<file path="src/rtl/seg7_scan_capture.sv">
// seg7_scan_capture: receive side of a multiplexed 7-segment bus; rebuilds 4-digit hex frames.
// Latency: pair stable at synchronizer output -> digit stored STABLE_CYCLES+1 clk; last digit -> frame_valid 1 clk.
// Backpressure: none; the bus is free-running and frames are published as 1-cycle pulses.
//
// Ports:
//   clk, rst_n       clock, asynchronous active-low reset
//   seg_in[6:0]      active-low segments, [6]=a .. [0]=g (asynchronous to clk)
//   an_in[3:0]       active-low one-hot anode selects, [0]=digit0 (asynchronous to clk)
//   digits[15:0]     last complete frame, digit i at [4i+3:4i]
//   frame_valid      1-cycle pulse when digits updates
//   pat_err, an_err  sticky error flags, cleared by the next frame publication
//   stale            no digit accepted for TIMEOUT_CYCLES clocks
//   frame_cnt/err_cnt  statistics, present only with SEG7_CAP_STATS_EN defined
module seg7_scan_capture #(
  parameter int STABLE_CYCLES  = 4,
  parameter int TIMEOUT_CYCLES = 65535
) (
  input  logic        clk,
  input  logic        rst_n,
  input  logic [6:0]  seg_in,
  input  logic [3:0]  an_in,
  output logic [15:0] digits,
  output logic        frame_valid,
  output logic        pat_err,
  output logic        an_err,
`ifdef SEG7_CAP_STATS_EN
  output logic [15:0] frame_cnt,
  output logic [7:0]  err_cnt,
`endif
  output logic        stale
);

  localparam logic [7:0]  ST_MAX = 8'(STABLE_CYCLES);
  localparam logic [19:0] TO_MAX = 20'(TIMEOUT_CYCLES);

  typedef enum logic [1:0] {S_SCAN, S_SETTLE, S_ACCEPT, S_HOLD} state_t;

  // Two-flop synchronizers, reset to the idle (all-off) bus level.
  logic [6:0]  r_seg_s1, r_seg_s2;
  logic [3:0]  r_an_s1, r_an_s2;

  state_t      r_state, w_state_nxt;
  logic [10:0] r_pair;
  logic [7:0]  r_cnt, w_cnt_nxt;
  logic        w_latch;

  logic [15:0] r_buf;
  logic [3:0]  r_seen;
  logic [15:0] r_digits;
  logic        r_frame_valid;
  logic        r_pat_err, r_an_err;
  logic [19:0] r_to;

  logic [10:0] w_pair;
  logic        w_chg;
  logic [6:0]  w_seg;
  logic [3:0]  w_an_low;
  logic        w_acc_dig, w_acc_anerr, w_pat_set;
  logic [3:0]  w_nib;
  logic        w_bad;
  logic        w_frame;

  assign w_pair   = {r_seg_s2, r_an_s2};
  assign w_chg    = (w_pair != r_pair);
  assign w_seg    = r_pair[10:4];
  assign w_an_low = ~r_pair[3:0];

  always_ff @(posedge clk or negedge rst_n) begin
    if (!rst_n) begin
      r_seg_s1 <= '1;
      r_seg_s2 <= '1;
      r_an_s1  <= '1;
      r_an_s2  <= '1;
    end else begin
      r_seg_s1 <= seg_in;
      r_seg_s2 <= r_seg_s1;
      r_an_s1  <= an_in;
      r_an_s2  <= r_an_s1;
    end
  end

  // Next-state logic. Any change of the synced pair (outside ACCEPT) restarts
  // the stability count; ACCEPT is entered on the clock that the count reaches
  // STABLE_CYCLES, so the pair has been sampled equal STABLE_CYCLES times.
  always_comb begin
    w_state_nxt = r_state;
    w_cnt_nxt   = r_cnt;
    w_latch     = 1'b0;
    case (r_state)
      S_SCAN, S_SETTLE, S_HOLD: begin
        if (w_chg) begin
          w_latch     = 1'b1;
          w_cnt_nxt   = 8'd1;
          w_state_nxt = (ST_MAX == 8'd1) ? S_ACCEPT : S_SETTLE;
        end else if (r_state == S_SETTLE) begin
          w_cnt_nxt = r_cnt + 8'd1;
          if (r_cnt == ST_MAX - 8'd1) w_state_nxt = S_ACCEPT;
        end
      end
      S_ACCEPT: w_state_nxt = S_HOLD;
      default:  w_state_nxt = S_SCAN;
    endcase
  end

  always_ff @(posedge clk or negedge rst_n) begin
    if (!rst_n) begin
      r_state <= S_SCAN;
      r_cnt   <= '0;
      r_pair  <= '1;
    end else begin
      r_state <= w_state_nxt;
      r_cnt   <= w_cnt_nxt;
      if (w_latch) r_pair <= w_pair;
    end
  end

  // Segment decode, active-low abcdefg.
  always_comb begin
    w_nib = 4'h0;
    w_bad = 1'b0;
    case (w_seg)
      7'h01: w_nib = 4'h0;
      7'h4F: w_nib = 4'h1;
      7'h12: w_nib = 4'h2;
      7'h06: w_nib = 4'h3;
      7'h4C: w_nib = 4'h4;
      7'h24: w_nib = 4'h5;
      7'h20: w_nib = 4'h6;
      7'h0F: w_nib = 4'h7;
      7'h00: w_nib = 4'h8;
      7'h04: w_nib = 4'h9;
      7'h08: w_nib = 4'hA;
      7'h60: w_nib = 4'hB;
      7'h31: w_nib = 4'hC;
      7'h42: w_nib = 4'hD;
      7'h30: w_nib = 4'hE;
      7'h38: w_nib = 4'hF;
      default: w_bad = 1'b1;
    endcase
  end

  // A blank sample (no anode low) falls through both terms and is ignored.
  assign w_acc_dig   = (r_state == S_ACCEPT) && $onehot(w_an_low);
  assign w_acc_anerr = (r_state == S_ACCEPT) && !$onehot0(w_an_low);
  assign w_pat_set   = w_acc_dig && w_bad;
  assign w_frame     = (r_seen == 4'hF);

  always_ff @(posedge clk or negedge rst_n) begin
    if (!rst_n) begin
      r_buf         <= '0;
      r_seen        <= '0;
      r_digits      <= '0;
      r_frame_valid <= 1'b0;
      r_pat_err     <= 1'b0;
      r_an_err      <= 1'b0;
      r_to          <= '0;
    end else begin
      if (w_acc_dig) begin
        for (int i = 0; i < 4; i++) begin
          if (w_an_low[i]) r_buf[4*i +: 4] <= w_bad ? 4'h0 : w_nib;
        end
      end
      // Frame publication clears seen; an accept in the same cycle still counts.
      r_seen <= (w_frame ? 4'h0 : r_seen) | (w_acc_dig ? w_an_low : 4'h0);
      r_frame_valid <= w_frame;
      if (w_frame) r_digits <= r_buf;
      // Set beats the frame-time clear.
      if (w_pat_set)    r_pat_err <= 1'b1;
      else if (w_frame) r_pat_err <= 1'b0;
      if (w_acc_anerr)  r_an_err <= 1'b1;
      else if (w_frame) r_an_err <= 1'b0;
      if (w_acc_dig)             r_to <= '0;
      else if (r_to != TO_MAX)   r_to <= r_to + 20'd1;
    end
  end

`ifdef SEG7_CAP_STATS_EN
  logic [15:0] r_frame_cnt;
  logic [7:0]  r_err_cnt;

  always_ff @(posedge clk or negedge rst_n) begin
    if (!rst_n) begin
      r_frame_cnt <= '0;
      r_err_cnt   <= '0;
    end else begin
      if (w_frame) r_frame_cnt <= r_frame_cnt + 16'd1;
      if ((w_pat_set || w_acc_anerr) && (r_err_cnt != 8'hFF)) r_err_cnt <= r_err_cnt + 8'd1;
    end
  end

  assign frame_cnt = r_frame_cnt;
  assign err_cnt   = r_err_cnt;
`endif

  assign digits      = r_digits;
  assign frame_valid = r_frame_valid;
  assign pat_err     = r_pat_err;
  assign an_err      = r_an_err;
  assign stale       = (r_to == TO_MAX);

endmodule

</file>
<file path="config.mk">
export PLATFORM = sky130hd
export DESIGN_NAME = seg7_scan_capture
export DESIGN_NICKNAME = d
export VERILOG_FILES = /design/src/rtl/seg7_scan_capture.sv
export SDC_FILE = /design/constraint.sdc
export NUM_CORES = 1
export LEC_CHECK = 0
export CAP_MARGIN = 20
export CORE_ASPECT_RATIO = 1.25
export CORE_UTILIZATION = 35
export DETAILED_ROUTE_END_ITERATION = 10
export PLACE_DENSITY = 0.56
export SYNTH_ARGS = -nofsm -noshare
export SYNTH_HDL_FRONTEND = slang
export SYNTH_SLANG_ARGS = --single-unit
</file>
<file path="constraint.sdc">
create_clock -name clk -period 4.4 [get_ports clk]
set_input_delay 1.32 -clock clk [delete_from_list [all_inputs] [get_ports clk]]
set_output_delay 1.32 -clock clk [all_outputs]
set_load 0.02 [all_outputs]
</file>
* Word level (Yosys, flattened, before mapping) *
Index checks and enable logic that the tools add are counted.

storage, ports and cells
  bits in writable memories = 0
  bits in latches = 0
  register bits after elaboration = 102
  input bits = 13
  memories = 0
  memory bits (read-only) = 0
  output and inout bits = 20

operators by class
  shifts and indexed selects = 0
  bitwise gates (word level) = 2
  multiplexer cells = 18
  divide/modulo/power cells = 0
  equal/unequal tests = 26
  add/subtract/negate cells = 5
  $lt $le $gt $ge = 1
  reductions and logical operators = 18
  multiply operators = 0

operators with widths
  cell                                                      count
  case mux 4 bit (15 select lines)                          1
  2-to-1 mux 20 bit                                         2
  equality test 7 x 6 -> 1 bit (second input constant)      5
  equality test 7 bit (second input constant)               4
  adder 20 x 1 -> 20 bit (second input constant)            1
  equality test 20 x 16 -> 1 bit (second input constant)    1
  inequality test 20 x 16 -> 1 bit (second input constant)  1
  2-to-1 mux 8 bit                                          2
  OR reduction 16 bit                                       1
  equality test 7 x 3 -> 1 bit (second input constant)      2
  equality test 7 x 4 -> 1 bit (second input constant)      2
  2-to-1 mux 4 bit                                          3
  AND reduction 2 bit                                       6
  inequality test 11 bit                                    1
  adder 8 x 1 -> 8 bit (second input constant)              1
  equality test 8 x 2 -> 1 bit (second input constant)      1
  nonzero test 2 bit                                        4
  equality test 7 x 1 -> 1 bit (second input constant)      1
  equality test 7 x 5 -> 1 bit (second input constant)      1
  logical NOT 7 bit                                         1
  2-to-1 mux 1 bit                                          6
  2-to-1 mux 2 bit                                          3
  inequality test 3 bit (second input constant)             2
  adder 1 x 1 -> 2 bit                                      2
  13 further kinds                                          16

* Logic depth before layout (Yosys ltp) *
Gate-level depths: netlist of the first run.

  depth after elaboration = 7
  mapped depth = 9
  mapped depth without buffers = 8

* Worst setup path after synthesis of the first run *
OpenSTA, ideal clock, no wires.

  path type = register to output
  start = register r_to[18]
  end = output port stale
  cell stages (with the launch flop) = 5
  buffers on the path = 0
  setup slack = 1.640 ns
  data arrival time = 1.440 ns
  cells stage by stage = dfrtp_1 -> or4_4 -> nor2_4 -> nand2_2 -> inv_1

on the way
  longest elaborated chain between the ends = 1

ends and longest elaborated chain
  item                            line  text
  start, declared                 52    logic [19:0] r_to;
  start signal, assigned          173   else if (r_to != TO_MAX) r_to <= r_to + 20'd1;
  equality test 20 x 16 -> 1 bit  199   assign stale = (r_to == TO_MAX);
  end, declared                   30    output logic stale

Every way passes these cells.

* Worst setup path after layout of the first run *
Same ends and word-level chain as after synthesis.

==> results of run 1 <==
==> final timing paths <==
path                                            start                    end  slack, ps  cells past startpoint
worst min register to register  r_seg_s1[5]$_DFF_PN1_  r_seg_s2[5]$_DFF_PN1_        350                      0
worst max register to register  r_pair[0]$_DFFE_PN1P_   r_buf[7]$_DFFE_PN0P_       1390                      8
worst max-delay path             r_to[18]$_DFFE_PN0P_                  stale        640                      5
min in group asynchronous                       rst_n   r_to[15]$_DFFE_PN0P_        990                      1
worst min-delay path            r_seg_s1[5]$_DFF_PN1_  r_seg_s2[5]$_DFF_PN1_        350                      0
max in group asynchronous                       rst_n  r_seg_s1[1]$_DFF_PN1_       2650                      2
==> report_power, final <==
part / switching [mW] / internal [mW] / leakage (nW)
Clock: 0.341 / 0.451 / 0.144
Sequential: 0.0210 / 0.966 / 1.29
Combinational: 0.0425 / 0.0332 / 0.965
Total: 0.405 / 1.45 / 2.40
==> worst max-delay path: stages (launching register included) <==
cell             delay (ps)
dfrtp_1                 410
or4_4                   570
nor2_4                  230
nand2_2                 140
inv_1                   120
clkdlybuf4s50_1         610
==> through the flow <==
stage | utilization (%) | cell area (sq um) | worst slack (ps) | hold slack, ps | cells
floorplan | - | 4684 | 1640 | 345.2 | 438
global placement | 40.02 | 5160 | 1050 | 346.0 | 623
detailed placement | 40.02 | 5160 | 1019 | 346.8 | 623
CTS | 42.39 | 5465 | 621.8 | 354.9 | 639
global route | 42.39 | 5465 | 520.5 | 354.9 | 639
finish | 42.39 | 5465 | 643.2 | 351.1 | 639
==> final cells by class <==
class	instances	area, sq um
inverters	17	63.81
flip-flops and latches	102	2594
clock inverters	3	23.77
well taps	168	210.2
clock buffers	13	281.5
fillers	1290	7427
multi-input cells	300	1932
repair buffers	36	360.3
==> sequential cells by signal (all words and copies together), names as in the netlist <==
register     count
r_an_s1          4
r_seen           4
r_cnt            8
an_err           1
digits          16
r_seg_s1         7
frame_valid      1
r_an_s2          4
r_buf           16
r_pair          11
r_state          2
r_seg_s2         7
pat_err          1
r_to            20
==> cell families after synthesis <==
group,Yosys count
simple gates,181
compound gates,58
buf+inv,36
fa+ha+maj,8
mux,25
xor+xnor,28
flops,102
==> metal layers <==
layer  GRT usage, %  routed length (um)  up-vias  share of wire (%)
li1               -                   -     1559                  -
met1          17.71                3965     1504                 46
met2          22.30                4287       51                 50
met3          2.877                 275        6                3.2
met4          5.556                  98        0                1.1
met5              0                   0        -                  0
==> cells in the final DEF (no fill, tap or decap), types with 7 or more instances in the layout <==
master / synthesis / layout
nand2_1: 81 / 81
dfrtp_1: 69 / 69
nor2_1: 36 / 36
dfstp_2: 33 / 33
clkdlybuf4s50_1: 0 / 31
xnor2_1: 23 / 23
mux2_2: 20 / 20
inv_1: 16 / 16
o21ai_0: 15 / 15
nand4_1: 13 / 13
nand3_1: 10 / 10
clkbuf_16: 0 / 10
nor3_1: 8 / 8
a21oi_1: 7 / 7
==> cells in the mapped netlist (all sizes together), types with 3 or more instances <==
library cell,n,area [sq um]
dfstp,33,867.1
a22o,3,26.28
nor4,5,52.55
nand2,82,310.3
nand3,11,60.06
clkbuf,5,18.77
ha,5,62.56
dfrtp,69,1727
nand4,13,81.33
a2111oi,3,51.30
nor3,9,50.05
xor2,5,43.79
a21o,5,37.54
inv,16,60.06
nand2b,5,31.28
o21ai,15,75.07
a31oi,3,18.77
buf,14,76.32
and3,4,25.02
xnor2,23,201.4
a22oi,6,45.04
nor2,37,146.4
a211oi,4,30.03
a21oi,8,43.79
mux2i,5,50.05
mux2,20,225.2
==> out/qor.csv, run 1 <==
metric;value;unit
CTS H-tree lvls;3;
Top FF cell, synth;dfrtp_1;
Final Max Tran Viols;0;
clk sink count;102;
Synthesis Warnings;0;
endpoint class of the critical path;output port;
Overflow after GRT;0;
mean post-synth cell area;10.70;sq um
GRT Resource Usage Total;13.72;%
outcome;finished clean;
vias per std cell;4.883;
first-pass GRT wire length;15320;um
# hold bufs at CTS;0;
asr flop ratio synth;100.0;%
unique cell type count in the Yosys netlist;60;
WP data required;3080;ps
CTS clock-pin slew for the worst setup and hold paths;70;ps
post-CTS setup-driven buffer insertion count;0;
Worst-Skew Late Latency;340;ps
Clock Skews;12.95;ps
I/O Pins;33;
final setup violation count;0;
CTS Buf Count;9;
Post-route DRC;0;
num rows;46;
cell area after synthesis;4684;sq um
Final Critical Period;3757;ps
Lkg Pwr;2.396;nW
CP arrival;2440;ps
Sum Neg Setup Slack;0;ps
initial core utilization;36.34;%
Seq/Total Area, Yosys;55.37;%
area grow syn2layout;16.67;%
CTS Root Cell;clkbuf_16;
Hold Violations, Final;0;
Nets;485;
die footprint;13850;sq um
ANT nets after route;0;
PortBufs;32;
RSZ-0062 raised after global routing;no;
mux cell area share after synthesis;5.876;%
wire per inst;13.50;um
Core ar.;12890;sq um
initial drt markers;105;
Slew HR;50.99;%
n_diodes;0;
pwr dens;339.5;nW/um^2
GPL Wtd Cong;0.7884;
vias in the first global route;3142;
TritonCTS clock tree;done;
area share of fa/ha/maj cells after synthesis;2.190;%
HPWL after detailed placement;5980;um
Synth Net Count;457;
Syn Inst Count;438;
CP Class;register to output port;
initial antenna violation count;0;
chip height;131.3;um
pin count of the biggest net entering global routing;54;
CTS Buffer Depth;2;
Post-Synth Simple-Gate Area;18.86;%
PnR Total Power;1.855;mW
via count;3120;
Synth Register Bits;102;
Synth Area in XOR/XNOR;5.235;%
first-pass detailed-route iteration total;4;
CP startpoint kind;register;
crit path max fanout;10;
Die X;105.5;um
f_max;0.2662;GHz
number of synthesized flops with an enable pin;0;
Peak VDD IR;0.0001880;V
total of cells resized after clock tree synthesis;0;
path type of the worst min-delay path;register to register;
Max Cap Viol;0;
share of layout cells above drive strength 1;18.90;%
largest family of logic cells by synthesized area;simple AND/OR/NAND/NOR gates;
Tightest Pin Transition;731.2;ps
post-synthesis compound-gate area fraction;9.081;%
total length of routed wires;8627;um
final worst-path cycle share;85.38;%
Power figures use the tool's default switching activity.
==> inputs of run 2 (changes only) <==
--- a/config.mk
+++ b/config.mk
@@ -10,6 +10,7 @@
 export CORE_UTILIZATION = 35
 export DETAILED_ROUTE_END_ITERATION = 10
 export PLACE_DENSITY = 0.56
+export REMOVE_ABC_BUFFERS = 1
 export SYNTH_ARGS = -nofsm -noshare
 export SYNTH_HDL_FRONTEND = slang
 export SYNTH_SLANG_ARGS = --single-unit
==> constraint.sdc (replaced) <==
create_clock -name clk -period 4.4 [get_ports clk]
set_input_delay 1.32 -clock clk [delete_from_list [all_inputs] [get_ports clk]]
set_output_delay 1.32 -clock clk [all_outputs]
set_load 0.05 [all_outputs]
==> run 2 against run 1 <==
Against the previous run:
- critical path depth unchanged
- clock-buffer cell count down 3
- routed wire length up 0.50%
- total power down 1.2%
- global-route usage down 0.20 points
- sequential share of layout area unchanged
- clock skew down 5.5 ps
- fmax down 4.7%
- non-clock buffer count up 1
- first-iteration DRC count up 24%
==> out/qor.csv, run 2 (synthesis gave the netlist of run 1 again) <==
metric;value;unit
CTS clock-pin slew for the worst setup and hold paths;70;ps
Clock Skews;7.413;ps
reg-to-reg slack, setup;1310;ps
Overflow after GRT;0;
Hold Path Origin;r_an_s1[0]$_DFF_PN1_;
Reg2Reg Launch Point;r_pair[1]$_DFFE_PN1P_;
r2r endpoint;r_buf[0]$_DFFE_PN0P_;
Final Critical Period;3942;ps
final worst-path cycle share;89.60;%
Die X;105.5;um
I/O Pins;33;
crit path max fanout;10;
hold depth;0;
TritonCTS clock tree;done;
initial core utilization;36.34;%
Post-route DRC;0;
num rows;46;
max reg flops;20;
Max Cap Viol;0;
CTS Buffer Depth;2;
path type of the worst min-delay path;register to register;
total length of routed wires;8670;um
pwr dens;335.3;nW/um^2
area grow syn2layout;16.67;%
clk sink count;102;
CP startpoint kind;register;
Reg2Reg Depth;8;
ANT nets after route;0;
total of cells resized after clock tree synthesis;0;
vias in the first global route;3110;
RSZ-0062 raised after global routing;no;
Tightest Pin Transition;739.2;ps
CTS Root Cell;clkbuf_16;
pin count of the biggest net entering global routing;87;
CP arrival;2620;ps
vias per std cell;4.950;
chip height;131.3;um
endpoint class of the critical path;output port;
Worst-Skew Late Latency;340;ps
via count;3168;
initial drt markers;130;
Worst Hold End;r_an_s2[0]$_DFF_PN1_;
# hold bufs at CTS;0;
Sum Neg Setup Slack;0;ps
CTS H-tree lvls;3;
Nets;486;
die footprint;13850;sq um
Hold Violations, Final;0;
HPWL after detailed placement;5866;um
n_diodes;0;
Final Max Tran Viols;0;
wire per inst;13.55;um
CTS Buf Count;9;
Lkg Pwr;2.394;nW
commonest non-fill, non-tap cell in the layout;nand2_1;
post-CTS setup-driven buffer insertion count;0;
Cell Area, Placed;5147;sq um
PortBufs;32;
final setup violation count;0;
WP data required;3080;ps
GRT Resource Usage Total;13.52;%
most frequent cells in the layout;nand2_1 (81), dfrtp_1 (69), nor2_1 (36), dfstp_2 (33), clkdlybuf4s50_1 (31);
Peak VDD IR;0.0002395;V
Final Cell Area;5465;sq um
Core ar.;12890;sq um
Slew HR;50.45;%
outcome;finished clean;
Most flops, register;r_to;
FILL cells;1281;
first-pass detailed-route iteration total;4;
first-pass GRT wire length;14970;um
initial antenna violation count;0;
GPL Wtd Cong;0.8108;
CP Class;register to output port;
f_max;0.2537;GHz
share of layout cells above drive strength 1;19.28;%
-- run 2: metrics by stage --
step	hold slack (ps)	setup WS, ps	utilization, %	cells	power, mW
finish	357.5	457.8	42.39	640	1.832
global route	363.0	291.8	42.39	640	1.909
CTS	358.2	424.8	42.18	639	1.859
detailed placement	347.5	818.3	39.93	623	1.081
global placement	347.1	845.4	39.93	623	1.078
floorplan	345.2	1426	-	419	1.036
-- run 2: report_power, final --
part / switching [mW] / internal, mW / leakage (nW) / total [mW]
logic: 0.0427 / 0.0352 / 0.974 / 0.0778
registers: 0.0212 / 0.966 / 1.29 / 0.987
clock network: 0.361 / 0.407 / 0.134 / 0.768
-- run 2: area by class of cell --
class | instances | area (sq um) | area share [%]
Clock buffer | 10 | 239.0 | 4.373
Clock inverter | 6 | 51.30 | 0.9386
Inverter | 17 | 63.81 | 1.168
Multi-Input combinational cell | 300 | 1932 | 35.35
Sequential cell | 102 | 2594 | 47.46
Tap cell | 168 | 210.2 | 3.846
Timing Repair Buffer | 37 | 375.4 | 6.868
-- run 2: routing by layer --
metal	part of all wire [%]	track usage (%)	wire, um	vias to the layer above
met1	47	17.48	4118	1557
met4	0.98	4.460	85	0
met5	0	0	0	-
met2	48	22.08	4188	48
met3	3.2	3.323	278	5
li1	-	-	-	1558
-- run 2: worst max-delay path by stage --
| stage | start | end |
|---|---|---|
| final | r_to[18]$_DFFE_PN0P_ | stale |
| after global placement | r_to[18]$_DFFE_PN0P_ | stale |
| after floorplan | r_to[4]$_DFFE_PN0P_ | stale |
| after detailed placement | r_to[16]$_DFFE_PN0P_ | stale |
| after global routing | r_to[0]$_DFFE_PN0P_ | stale |
| after CTS | r_to[18]$_DFFE_PN0P_ | stale |
-- run 2: worst max-delay path, stage by stage (launching register included) --
cell             delay, ps
dfrtp_1                410
or4_4                  570
nor2_4                 230
nand2_2                140
inv_1                  120
clkdlybuf4s50_1        800
